==> src/rtl/pacman_pkg.sv <==
// Shared Pac-Man sprite types and constants.
// PACMAN_ANIM_PINGPONG_EN selects the 0,1,2,1 mouth cycle.
package pacman_pkg;

  typedef enum logic [1:0] {
    DIR_RIGHT = 2'd0,
    DIR_LEFT  = 2'd1,
    DIR_UP    = 2'd2,
    DIR_DOWN  = 2'd3
  } dir_t;

  localparam int          SPRITE_W_DEF = 16;
  localparam logic [23:0] PAC_RGB      = 24'hFFFF00;
  localparam logic [23:0] BLANK_RGB    = 24'h000000;

`ifdef PACMAN_ANIM_PINGPONG_EN
  localparam logic [1:0] STEP_LAST = 2'd3;
`else
  localparam logic [1:0] STEP_LAST = 2'd2;
`endif

  // Step 3 only exists in the ping-pong build; it folds back to frame 1.
  function automatic logic [1:0] step_to_frame(
    input logic [1:0] step
  );
    return (step == 2'd3) ? 2'd1 : step;
  endfunction

endpackage

==> src/rtl/pacman_anim_ctr.sv <==
// Pac-Man mouth animation: tick divider, step counter, frame latch.
// Step range depends on PACMAN_ANIM_PINGPONG_EN (see pacman_pkg).
module pacman_anim_ctr
  import pacman_pkg::*;
#(
  parameter int ANIM_DIV = 4
) (
  input  logic       clock,
  input  logic       reset,
  input  logic       frame_tick,
  input  logic       moving,
  output logic [1:0] frame_l
);

  localparam logic [3:0] TICK_LAST = 4'(ANIM_DIV - 1);

  logic [3:0] tick_q, tick_d;
  logic [1:0] step_q, step_d;
  logic [1:0] frame_q, frame_d;

  always_comb begin
    tick_d  = tick_q;
    step_d  = step_q;
    frame_d = frame_q;
    if (frame_tick && moving) begin
      if (tick_q == TICK_LAST) begin
        tick_d = 4'd0;
        step_d = (step_q == STEP_LAST) ? 2'd0
                                       : step_q + 2'd1;
      end else begin
        tick_d = tick_q + 4'd1;
      end
    end
    // Frame follows the new step in the same vblank as dir.
    if (frame_tick) begin
      frame_d = step_to_frame(step_d);
    end
  end

  always_ff @(posedge clock) begin
    if (reset) begin
      tick_q  <= 4'd0;
      step_q  <= 2'd0;
      frame_q <= 2'd0;
    end else begin
      tick_q  <= tick_d;
      step_q  <= step_d;
      frame_q <= frame_d;
    end
  end

  assign frame_l = frame_q;

endmodule

==> src/rtl/pacman_sprite_renderer.sv <==
// Pac-Man sprite renderer: hit test, ROM address, pixel colour.
// Build with PACMAN_ANIM_PINGPONG_EN for the 0,1,2,1 mouth cycle.
module pacman_sprite_renderer
  import pacman_pkg::*;
#(
  parameter int ANIM_DIV = 4,
  parameter int SPRITE_W = SPRITE_W_DEF
) (
  input  logic        clock,
  input  logic        reset,
  input  logic        frame_tick,
  input  logic [9:0]  draw_x,
  input  logic [9:0]  draw_y,
  input  logic [9:0]  pac_x,
  input  logic [9:0]  pac_y,
  input  logic [1:0]  dir,
  input  logic        moving,
  output logic [7:0]  rom_addr,
  input  logic [11:0] rom_q,
  output logic        pix_on,
  output logic [23:0] pix_rgb
);

  logic [10:0] dx, dy;
  logic        hit;
  logic        hit_q, hit_d;
  dir_t        dir_l_q, dir_l_d;
  logic [1:0]  frame_l;
  logic [1:0]  dir_bits;
  logic [3:0]  sel_idx;

  pacman_anim_ctr #(
    .ANIM_DIV (ANIM_DIV)
  ) u_anim (
    .clock      (clock),
    .reset      (reset),
    .frame_tick (frame_tick),
    .moving     (moving),
    .frame_l    (frame_l)
  );

  // Ordering tests keep coordinates near 1023 from wrapping.
  always_comb begin
    dx  = {1'b0, draw_x} - {1'b0, pac_x};
    dy  = {1'b0, draw_y} - {1'b0, pac_y};
    hit = (draw_x >= pac_x) && (dx < 11'(SPRITE_W))
       && (draw_y >= pac_y) && (dy < 11'(SPRITE_W));
    rom_addr = {dy[3:0], dx[3:0]};
  end

  always_comb begin
    hit_d   = hit;
    dir_l_d = dir_l_q;
    if (frame_tick) begin
      dir_l_d = dir_t'(dir);
    end
  end

  always_ff @(posedge clock) begin
    if (reset) begin
      hit_q   <= 1'b0;
      dir_l_q <= DIR_RIGHT;
    end else begin
      hit_q   <= hit_d;
      dir_l_q <= dir_l_d;
    end
  end

  always_comb begin
    dir_bits = dir_l_q;
    sel_idx  = {1'b0, dir_bits, 1'b0}
             + {2'b00, dir_bits}
             + {2'b00, frame_l};
    pix_on   = hit_q & rom_q[sel_idx];
    pix_rgb  = pix_on ? PAC_RGB : BLANK_RGB;
  end

endmodule

==> config.mk <==
export PLATFORM = sky130hd
export DESIGN_NAME = pacman_sprite_renderer
export DESIGN_NICKNAME = d
export VERILOG_FILES = /design/src/rtl/pacman_pkg.sv /design/src/rtl/pacman_anim_ctr.sv /design/src/rtl/pacman_sprite_renderer.sv
export SDC_FILE = /design/constraint.sdc
export NUM_CORES = 1
export LEC_CHECK = 0
export ABC_AREA = 0
export ABC_CLOCK_PERIOD_IN_PS = 3500
export CAP_MARGIN = 10
export CORE_UTILIZATION = 37
export CTS_CLUSTER_SIZE = 14
export DETAILED_ROUTE_END_ITERATION = 8
export PLACE_DENSITY = 0.72
export SLEW_MARGIN = 10
export SYNTH_ARGS = -nofsm -noshare
export SYNTH_HDL_FRONTEND = slang
export SYNTH_SLANG_ARGS = --single-unit
==> constraint.sdc <==
create_clock -name clock -period 3.5 [get_ports clock]
set_input_delay 0.7 -clock clock [delete_from_list [all_inputs] [get_ports clock]]
set_output_delay 0.7 -clock clock [all_outputs]
set_load 0.02 [all_outputs]
* Word-level counts from Yosys, hierarchy flattened *
Cells that the tools add are included.

word-level totals
  flip-flop bits (word level) = 11
  bits in latches = 0
  RAM bits = 0
  bits in read-only memories = 0
  input port bits = 58
  output and inout bits = 33
  logic and storage cells = 32
  memories kept = 0

cells by class
  add/sub/neg operators = 6
  multipliers = 0
  divide/modulo/power cells = 0
  order comparisons = 5
  equal/unequal tests = 3
  shifts and indexed selects = 0
  multiplexer cells = 8
  bitwise gates (word level) = 1
  reductions and logical operators = 4

operators by type and width
  operator             count
  $mux 24              1
  $lt 11x5->1 const B  2
  $sub 10x10->11       2
  $ge 10x10->1         2
  $mux 2               4
  $lt 4x5->1 const B   1
  $add 3x2->4          1
  $add 4x1->4 const B  1
  $add 4x2->4          1
  $bmux 1 s4           1
  $eq 2x2->1 const B   2
  $eq 4x2->1 const B   1
  $logic_and 1x1->1    4
  $mux 4               1
  $add 2x1->2 const B  1
  $and 1x1->1          1
  $mux 1               1

* Longest topological paths before layout *
Gate-level depths: netlist of the first run.

  depth after elaboration = 6
  depth in mapped cells = 10
  mapped depth without buffers = 10

* Hierarchy *
Synthesis of the first run repeated with hierarchy kept, for this count alone.

second synthesis, totals
  cells, all modules = 230
  area total of the unflattened synthesis = 1786.7 um^2

by module, submodules not included
  module                  times used  cells an instance  area each (um^2)  seq. area each (um^2)
  pacman_sprite_renderer  1           188                1413.9            60.1
  pacman_anim_ctr         1           42                 372.9             160.2

* Worst setup path after synthesis of the first run *
Ideal clock, no wire load.

  path kind = register -> output
  from = register u_anim.frame_q[1] (netlist: u_anim.frame_l[1])
  to = output port pix_rgb[10]
  data arrival time = 2449 ps
  required time = 2800 ps
  setup slack = 351 ps
  cell stages (with the launch flop) = 10
  path buffers = 1
  path through = dfxtp_1 > fa_1 > ha_1 > inv_1 > fa_1 > mux2_2 > nand2_1 > o21ai_1 > and2_1 > buf_4

between the ends
  longest elaborated chain between the ends = 5

RTL lines
  item                          line                          source
  start, declared               pacman_anim_ctr.sv:19         logic [1:0] frame_q, frame_d;
  start signal, assigned        pacman_anim_ctr.sv:48         frame_q <= frame_d;
  $add 4x2->4                   pacman_sprite_renderer.sv:73  + {2'b00, frame_l};
  $bmux 1 s4                    pacman_sprite_renderer.sv:74  pix_on = hit_q & rom_q[sel_idx];
  $mux 1 (not written as such)  pacman_sprite_renderer.sv:74
  $and 1x1->1                   pacman_sprite_renderer.sv:74
  named net pix_on              pacman_sprite_renderer.sv:20  output logic pix_on,
  $mux 24                       pacman_sprite_renderer.sv:75  pix_rgb = pix_on ? PAC_RGB : BLANK_RGB;
  end, declared                 pacman_sprite_renderer.sv:21  output logic [23:0] pix_rgb

The timed path passes the listed nets, and every way through them passes these cells. The select of a mux whose other input is x is not followed.

* Final worst setup path of the first run *
  from = register u_anim.frame_q[1] (netlist: u_anim.frame_l[1])
  to = output port pix_rgb[18]

between the ends
  longest elaborated chain between the ends = 5

RTL lines
  item                          line
  $add 4x2->4                   pacman_sprite_renderer.sv:73
  $bmux 1 s4                    pacman_sprite_renderer.sv:74
  $mux 1 (not written as such)  pacman_sprite_renderer.sv:74
  $and 1x1->1                   pacman_sprite_renderer.sv:74
  $mux 24                       pacman_sprite_renderer.sv:75

Every way passes these cells. The select of a mux whose other input is x is not followed.

==> out/qor.txt, run 1 <==
Total GRT Usage -> 15.6%
commonest non-fill, non-tap cell in the layout -> clkdlybuf4s50_1
CTS tree -> yes
post-synthesis async set-or-reset flop share -> 0%
clock sinks -> 11
most frequent cells in the layout -> clkdlybuf4s50_1, inv_1, ha_1
WP buf/inv -> 2
area delta synth->final -> 42.6%
Synth area leaders -> ha_1, dfxtp_1, buf_4, inv_1, a21oi_1
Most common cell on crit path -> fa_1
final setup skew -> 1.93 ps
#FFs+latches synth -> 11
Worst Setup Start Kind -> flip-flop
mean area per synthesized cell -> 7.50 um^2
final worst-path cycle share -> 95.5%
EDFF count, synth -> 0
design area -> 2620 um^2
Vias -> 1842
initial antenna violation count -> 0
post-synthesis cell type count -> 48
Clk Latency, worst-skew pair -> 230 ps
warnings from Yosys -> 0
core box area -> 4750 um^2
top-area cell type share of the netlist area -> 15.7%
status -> finished, final reports clean
Hold Path Stages -> 2
crit-path max cell delay -> 590 ps
drt via density -> 4.87
dpl hpwl -> 3510 um
Initial Utilization -> 38.7%
Fin. Hold Viols -> 0
Pwr Density -> 227 nW/um^2
Final #Nets -> 397
antenna cells -> 0
top_reg_cell synth -> dfxtp_1
min-delay worst type -> reg -> reg
chip width -> 72.5 um
sw frac -> 34.7%
combinational share of power -> 56.7%
Clk pwr share -> 21.0%
WL/cell -> 11.0 um
CP Capture Type -> primary output
Post-CTS Setup Bufs -> 0
Slowest-stage cell, CP -> fa_1
CP Class -> reg -> out
fill count -> 483
Clock Path Buffers -> 2
first-pass GRT wire length -> 6730 um
Max Slew Vio Count -> 0
I/O Pins -> 91
Multi-input gate area -> 1330 um^2
Max-cap violations -> 0
CTS Hold Bufs -> 0
P_int -> 0.388 mW
H-tree levels -> 1
Remaining Overflow, GRT -> 0
clock buffer count from CTS -> 3
share of layout cells above drive strength 1 -> 4.18%
gpl congestion -> 0.811
worst r2r path cells -> 6
Worst EP arrival -> 2640 ps
vias in the first global route -> 1646
critical path fanouts, max -> 17
cell accounting for the most synthesized area -> ha_1
CP required -> 2800 ps
Syn Inst Count -> 245
Die Y -> 72.5 um
First-pass DRT Iterations -> 4
die footprint -> 5250 um^2
Final TNS setup -> 0 ps
Seq/Total Area, Yosys -> 12.0%
IR drop worst, VDD -> 0.112 mV
drt drc -> 0
Iter 0 DRT Violations -> 59
fmax -> 299 MHz
clock transition at the registers of the reported paths -> 50 ps
Post-Route WL -> 4150 um
CP delay by family, top -> adder cells
area post-placement -> 2580 um^2
fin crit period -> 3340 ps
sequential share of power -> 22.3%
NetSw -> 0.206 mW
register area -> 220 um^2
Buffers on Ports -> 82
CP Cell Sequence -> fa_1 -> ha_4 -> inv_1 -> fa_1 -> mux2_2 -> nand2_1 -> o21ai_1 -> and2_4 -> dlygate4sd2_1
largest net degree at the start of global routing -> 18
final setup fails -> 0
RSZ-0062 raised after global routing -> no
cell count along the critical path -> 9
Post-Syn Area -> 1840 um^2
Post-DRT Antenna Nets -> 0
fin util -> 55.1%
clk root buf -> clkbuf_8
leakage -> 1.21 nW
num rows -> 25
-- per-layer routing --
layer	share of wire, %	global-route usage, %
met3	8.0	3.06
met4	0	2.61
met2	47	27.5
met1	45	19.9
met5	0	0
-- worst reg2reg max path: cells and delay by family, from the launching register on --
| kind | cells | cell delay (ps) |
|---|---|---|
| and+or+nand+nor | 3 | 680 |
| DFF | 1 | 360 |
| AOI/OAI and AO/OA | 2 | 300 |
| adders and majority gates | 1 | 170 |
-- cell type report --
class | instances | share of cell area (%)
timing repair buffer | 84 | 31.1
clock buffer | 4 | 1.72
sequential | 11 | 8.40
inverter | 34 | 4.92
tap | 67 | 3.20
multi-input combinational | 178 | 50.7
-- state kept, by name (all words and copies together) (netlist names) --
name and cells:
u_anim.step_q 2, u_anim.tick_q 4, u_anim.frame_l 2, hit_q 1, dir_bits 2
-- metrics by stage --
step                setup WS, ps  cells  hold slack (ps)  total power, mW
finish                       157    378              486            0.594
global route                37.1    378              522            0.641
CTS                         75.4    378              488            0.594
detailed placement          -103    374              481            0.466
global placement           -48.0    374              469            0.463
floorplan                    351    252              454            0.345
-- power by group through the flow --
stage	logic (mW)	clock network [mW]	registers [mW]
final	0.337	0.125	0.133
after floorplan	0.210	0	0.135
after CTS	0.333	0.128	0.133
after global placement	0.328	0	0.135
after detailed placement	0.331	0	0.135
after global routing	0.371	0.137	0.133
-- Yosys cell counts (all sizes together), types with 2 or more instances --
master	n
buf	26
mux4	3
nor3	7
dfxtp	11
nor4b	2
xnor2	2
nand2b	3
mux2i	7
nand2	14
a21o	3
a31oi	4
clkbuf	3
o21a	2
o211ai	4
nor4	2
nor2	19
inv	33
ha	23
a21boi	2
a21oi	21
nand3b	2
xor2	4
nand3	5
o21ai	12
fa	4
nor2b	3
nor3b	3
o31a	2
a2111oi	4
-- what timing repair did --
item,CTS,global route
setup endpoints to repair,17,17
resized for setup,18,2
gates cloned,0,0
-- logic make-up after synthesis --
group                      synth area share [%]
DFF                                        12.0
adders and majority gates                  20.0
muxes                                      8.10
and+or+nand+nor                            17.8
xor gates and xnor gates                   2.86
buffers and inverters                      18.0
other                                     0.204
AOI/OAI and AO/OA                          21.0
-- final timing paths --
| path | from | to | slack (ps) |
|---|---|---|---|
| max | u_anim.frame_l[1]$_SDFFE_PP0P_ | pix_rgb[18] | 160 |
| min | u_anim.tick_q[1]$_SDFFE_PP0P_ | u_anim.tick_q[1]$_SDFFE_PP0P_ | 490 |
| max reg2reg | u_anim.tick_q[0]$_SDFFE_PP0P_ | u_anim.frame_l[0]$_SDFFE_PP0P_ | 1920 |
| min reg2reg | u_anim.tick_q[1]$_SDFFE_PP0P_ | u_anim.tick_q[1]$_SDFFE_PP0P_ | 490 |
Note: power is estimated with default switching activity, not from simulation.
==> inputs of run 2 (changes only) <==
Settings changed: CORE_ASPECT_RATIO set to 1.1.
==> out/qor.txt, run 2 (synthesis results as in run 1) <==
status -> finished, final reports clean (unchanged)
final setup fails -> 0 (unchanged)
Max-cap violations -> 0 (unchanged)
worst r2r path cells -> 6 (unchanged)
min-delay worst type -> reg -> reg (unchanged)
Min Hold Slack -> 483 ps (was 486 ps)
Die Y -> 75.9 um (was 72.5 um)
Hold Crit Start -> u_anim.tick_q[1]$_SDFFE_PP0P_ (unchanged)
critical path fanouts, max -> 17 (unchanged)
die footprint -> 5250 um^2 (about the same)
crit path launch -> u_anim.frame_l[1]$_SDFFE_PP0P_ (unchanged)
Buffers on Ports -> 82 (unchanged)
CP Capture Type -> primary output (unchanged)
area post-placement -> 2570 um^2 (was 2580 um^2)
fin util -> 55.0% (was 55.1%)
design area -> 2590 um^2 (was 2620 um^2)
clock sinks -> 11 (unchanged)
fmax -> 299 MHz (about the same)
Pwr Density -> 228 nW/um^2 (was 227 nW/um^2)
antenna cells -> 0 (unchanged)
commonest non-fill, non-tap cell in the layout -> clkdlybuf4s50_1 (unchanged)
first-pass GRT wire length -> 7360 um (was 6730 um)
core box area -> 4720 um^2 (was 4750 um^2)
Remaining Overflow, GRT -> 0 (unchanged)
Post-Route WL -> 4190 um (was 4150 um)
Iter 0 DRT Violations -> 37 (was 59)
final worst-path cycle share -> 95.7% (was 95.5%)
Worst EP arrival -> 2650 ps (was 2640 ps)
CTS Hold Bufs -> 0 (unchanged)
Final #Nets -> 397 (unchanged)
Hold Path Stages -> 2 (unchanged)
leakage -> 1.21 nW (about the same)
Total GRT Usage -> 16.2% (was 15.6%)
share of layout cells above drive strength 1 -> 3.86% (was 4.18%)
largest net degree at the start of global routing -> 18 (unchanged)
CP required -> 2800 ps (about the same)
Final TNS setup -> 0 ps (unchanged)
clock buffer count from CTS -> 3 (unchanged)
Vias -> 1913 (was 1842)
Post-CTS Setup Bufs -> 0 (unchanged)
post-place setup slack -> -152 ps (was -103 ps)
CTS tree -> yes (unchanged)
RSZ-0062 raised after global routing -> no (unchanged)
dpl hpwl -> 3550 um (was 3510 um)
fin crit period -> 3350 ps (was 3340 ps)
num rows -> 26 (was 25)
initial antenna violation count -> 0 (unchanged)
drt via density -> 5.21 (was 4.87)
CP Class -> reg -> out (unchanged)
Post-DRT Antenna Nets -> 0 (unchanged)
final worst slack -> 152 ps (was 157 ps)
Crit Reg-Reg Startpoint -> u_anim.tick_q[0]$_SDFFE_PP0P_ (unchanged)
area delta synth->final -> 41.2% (was 42.6%)
most frequent cells in the layout -> clkdlybuf4s50_1, inv_1, ha_1 (unchanged)
WL/cell -> 11.4 um (was 11.0 um)
final setup skew -> 0.415 ps (was 1.93 ps)
Initial Utilization -> 39.0% (was 38.7%)
clk root buf -> clkbuf_8 (unchanged)
H-tree levels -> 1 (unchanged)
chip width -> 69.2 um (was 72.5 um)
drt drc -> 0 (unchanged)
clock transition at the registers of the reported paths -> 50 ps (about the same)
max FFs per register -> 4 (unchanged)
Clk Latency, worst-skew pair -> 240 ps (was 230 ps)
Fin. Hold Viols -> 0 (unchanged)
I/O Pins -> 91 (unchanged)
vias in the first global route -> 1814 (was 1646)
Max Slew Vio Count -> 0 (unchanged)
Worst Setup Start Kind -> flip-flop (unchanged)
IR drop worst, VDD -> 0.0988 mV (was 0.112 mV)
gpl congestion -> 0.823 (was 0.811)
Most flops, register -> u_anim.tick_q (unchanged)
First-pass DRT Iterations -> 4 (unchanged)
Clock Path Buffers -> 2 (unchanged)
run 2: where the power goes:
part           switching [mW]  internal, mW  leakage (nW)
Clock                  0.0463        0.0798        0.0228
Combinational           0.157         0.176          1.09
Sequential            0.00302         0.130        0.0896
Total                   0.206         0.385          1.21
run 2: what timing repair did:
item                                    in CTS  in global routing
endpoints found under the setup margin      17                 17
pin swaps                                    0                  0
resized for setup                           18                  1
run 2: cell type report:
cell class	instances	area [um^2]
Timing Repair Buffer	84	815
Clock buffer	4	45.0
Multi-Input combinational cell	178	1320
Fill cell	457	2120
Inverter	34	129
Tap cell	56	70.1
Sequential cell	11	220
run 2: metrics by stage:
| step | power (mW) | cells |
|---|---|---|
| after CTS | 0.597 | 367 |
| after global placement | 0.463 | 363 |
| after detailed placement | 0.466 | 363 |
| final | 0.591 | 367 |
| after global routing | 0.636 | 367 |
| after floorplan | 0.345 | 252 |
run 2: final timing paths:
path | endpoint | slack [ps]
setup / recovery | pix_on | 150
hold / removal | u_anim.tick_q[1]$_SDFFE_PP0P_ | 480
setup reg to reg | u_anim.frame_l[0]$_SDFFE_PP0P_ | 1910
hold reg to reg | u_anim.tick_q[1]$_SDFFE_PP0P_ | 480
run 2: per-layer routing:
metal	track usage, %	vias to the layer above	part of all wire (%)
li1	-	966	-
met4	5.31	0	1.2
met2	30.0	87	48
met1	18.9	852	44
met3	2.39	8	7.2
met5	0	-	0
run 2: worst max-delay path, stage by stage (launching register included):
cell,delay [ps]
dfxtp_1,330
fa_1,480
ha_1,360
mux4_2,310
mux2_2,270
nand2_1,70
o21ai_1,60
and2_4,200
dlygate4sd2_1,330
==> inputs of run 3 (changes only) <==
Settings changed: RECOVER_POWER set to 100.
==> out/qor.txt, run 3 (synthesis results as in run 1) <==
H-tree levels -> 1 (unchanged)
num rows -> 26 (unchanged)
Iter 0 DRT Violations -> 32 (was 37)
IR drop worst, VDD -> 0.0974 mV (was 0.0988 mV)
CP Capture Type -> primary output (unchanged)
Layout Cells excl Fill -> 367 (unchanged)
vias in the first global route -> 1814 (unchanged)
Post-CTS Setup Bufs -> 0 (unchanged)
combinational share of power -> 55.9% (was 56.2%)
largest net degree at the start of global routing -> 18 (unchanged)
Post-Route WL -> 4200 um (was 4190 um)
register area -> 220 um^2 (unchanged)
placed cell count -> 363 (unchanged)
commonest non-fill, non-tap cell in the layout -> clkdlybuf4s50_1 (unchanged)
crit path launch -> u_anim.frame_l[1]$_SDFFE_PP0P_ (unchanged)
final setup fails -> 0 (unchanged)
drt drc -> 0 (unchanged)
Max Slew Vio Count -> 0 (unchanged)
First-pass DRT Iterations -> 4 (unchanged)
Worst EP arrival -> 2650 ps (about the same)
RSZ-0062 raised after global routing -> no (unchanged)
gpl congestion -> 0.823 (unchanged)
die footprint -> 5250 um^2 (unchanged)
Total GRT Usage -> 16.2% (unchanged)
CTS tree -> yes (unchanged)
Fin. Hold Viols -> 0 (unchanged)
clock transition at the registers of the reported paths -> 50 ps (about the same)
critical path fanouts, max -> 17 (unchanged)
Multi-input gate area -> 1320 um^2 (unchanged)
Max-cap violations -> 0 (unchanged)
Remaining Overflow, GRT -> 0 (unchanged)
P_int -> 0.381 mW (was 0.385 mW)
sw frac -> 35.0% (was 34.8%)
most frequent cells in the layout -> clkdlybuf4s50_1, inv_1, ha_1 (unchanged)
core box area -> 4720 um^2 (unchanged)
final setup skew -> 0.869 ps (was 0.415 ps)
CP Class -> reg -> out (unchanged)
initial antenna violation count -> 0 (unchanged)
share of layout cells above drive strength 1 -> 3.86% (unchanged)
Die Y -> 75.9 um (unchanged)
fin crit period -> 3350 ps (about the same)
area post-placement -> 2570 um^2 (unchanged)
status -> finished, final reports clean (unchanged)
min-delay worst type -> reg -> reg (unchanged)
NetSw -> 0.205 mW (was 0.206 mW)
Clk pwr share -> 21.5% (was 21.3%)
Final #Nets -> 397 (unchanged)
Worst Setup Start Kind -> flip-flop (unchanged)
I/O Pins -> 91 (unchanged)
first-pass GRT wire length -> 7360 um (unchanged)
chip width -> 69.2 um (unchanged)
Clk Latency, worst-skew pair -> 240 ps (about the same)
final worst-path cycle share -> 95.7% (about the same)
Post-DRT Antenna Nets -> 0 (unchanged)
WL/cell -> 11.4 um (about the same)
clk root buf -> clkbuf_8 (unchanged)
Pwr Density -> 226 nW/um^2 (was 228 nW/um^2)
design area -> 2590 um^2 (unchanged)
clock buffer count from CTS -> 3 (unchanged)
dpl hpwl -> 3550 um (unchanged)
leakage -> 1.21 nW (about the same)
sequential share of power -> 22.6% (was 22.4%)
Clock Path Buffers -> 2 (unchanged)
Buffers on Ports -> 82 (unchanged)
antenna cells -> 0 (unchanged)
fill count -> 457 (unchanged)
max FFs per register -> 4 (unchanged)
drt via density -> 5.20 (was 5.21)
Initial Utilization -> 39.0% (unchanged)
CP required -> 2800 ps (about the same)
Vias -> 1909 (was 1913)
Most flops, register -> u_anim.tick_q (unchanged)
clock sinks -> 11 (unchanged)
Crit Reg-Reg Startpoint -> u_anim.tick_q[0]$_SDFFE_PP0P_ (unchanged)
Tot Pwr -> 0.586 mW (was 0.591 mW)
area delta synth->final -> 41.2% (unchanged)
fmax -> 298 MHz (was 299 MHz)
Hold Crit Start -> u_anim.tick_q[1]$_SDFFE_PP0P_ (unchanged)
run 3: area by class of cell:
cell class / instances / area share, %
tap: 56 / 2.70
timing repair buffer: 84 / 31.4
clock buffer: 4 / 1.74
multi-input combinational: 178 / 50.7
inverter: 34 / 4.97
sequential: 11 / 8.49
run 3: metal layers:
metal | track usage [%] | up-vias | wire length (um)
met4 | 5.31 | 0 | 54
met3 | 2.39 | 8 | 302
li1 | - | 966 | -
met2 | 30.0 | 87 | 1990
met5 | 0 | - | 0
met1 | 18.9 | 848 | 1850
run 3: path summary, 6_finish.rpt:
kind	end	slack (ps)	depth (start not counted)
max	pix_on	150	8
max reg2reg	u_anim.frame_l[0]$_SDFFE_PP0P_	1910	6
min reg2reg	u_anim.tick_q[1]$_SDFFE_PP0P_	480	2
min	u_anim.tick_q[1]$_SDFFE_PP0P_	480	2
run 3: metrics by stage:
stage	hold slack [ps]	setup TNS (ps)	util [%]	setup slack, ps
4_1_cts	482	0	55.0	55.0
3_3_place_gp	470	-1050	54.5	-65.1
6_report	483	0	55.0	150
5_1_grt	499	0	55.0	18.1
2_1_floorplan	454	0	-	351
3_5_place_dp	474	-2200	54.5	-152
run 3: power by group through the flow:
stage	logic [mW]	registers (mW)	clock network, mW
finish	0.328	0.133	0.126
global route	0.363	0.133	0.135
CTS	0.333	0.133	0.131
detailed placement	0.331	0.135	0
global placement	0.328	0.135	0
floorplan	0.210	0.135	0
run 3: what timing repair did:
action | in CTS | in global routing
hold buffers | 0 | 0
pin swaps | 0 | 0
endpoints found under the setup margin | 17 | 17
gates resized for setup | 18 | 1
run 3: critical path, cell delays in order, from the launching register on:
cell and delay (ps):
dfxtp_1 320, fa_1 480, ha_1 370, mux4_2 310, mux2_2 270, nand2_1 70, o21ai_1 60, and2_4 200
dlygate4sd2_1 330
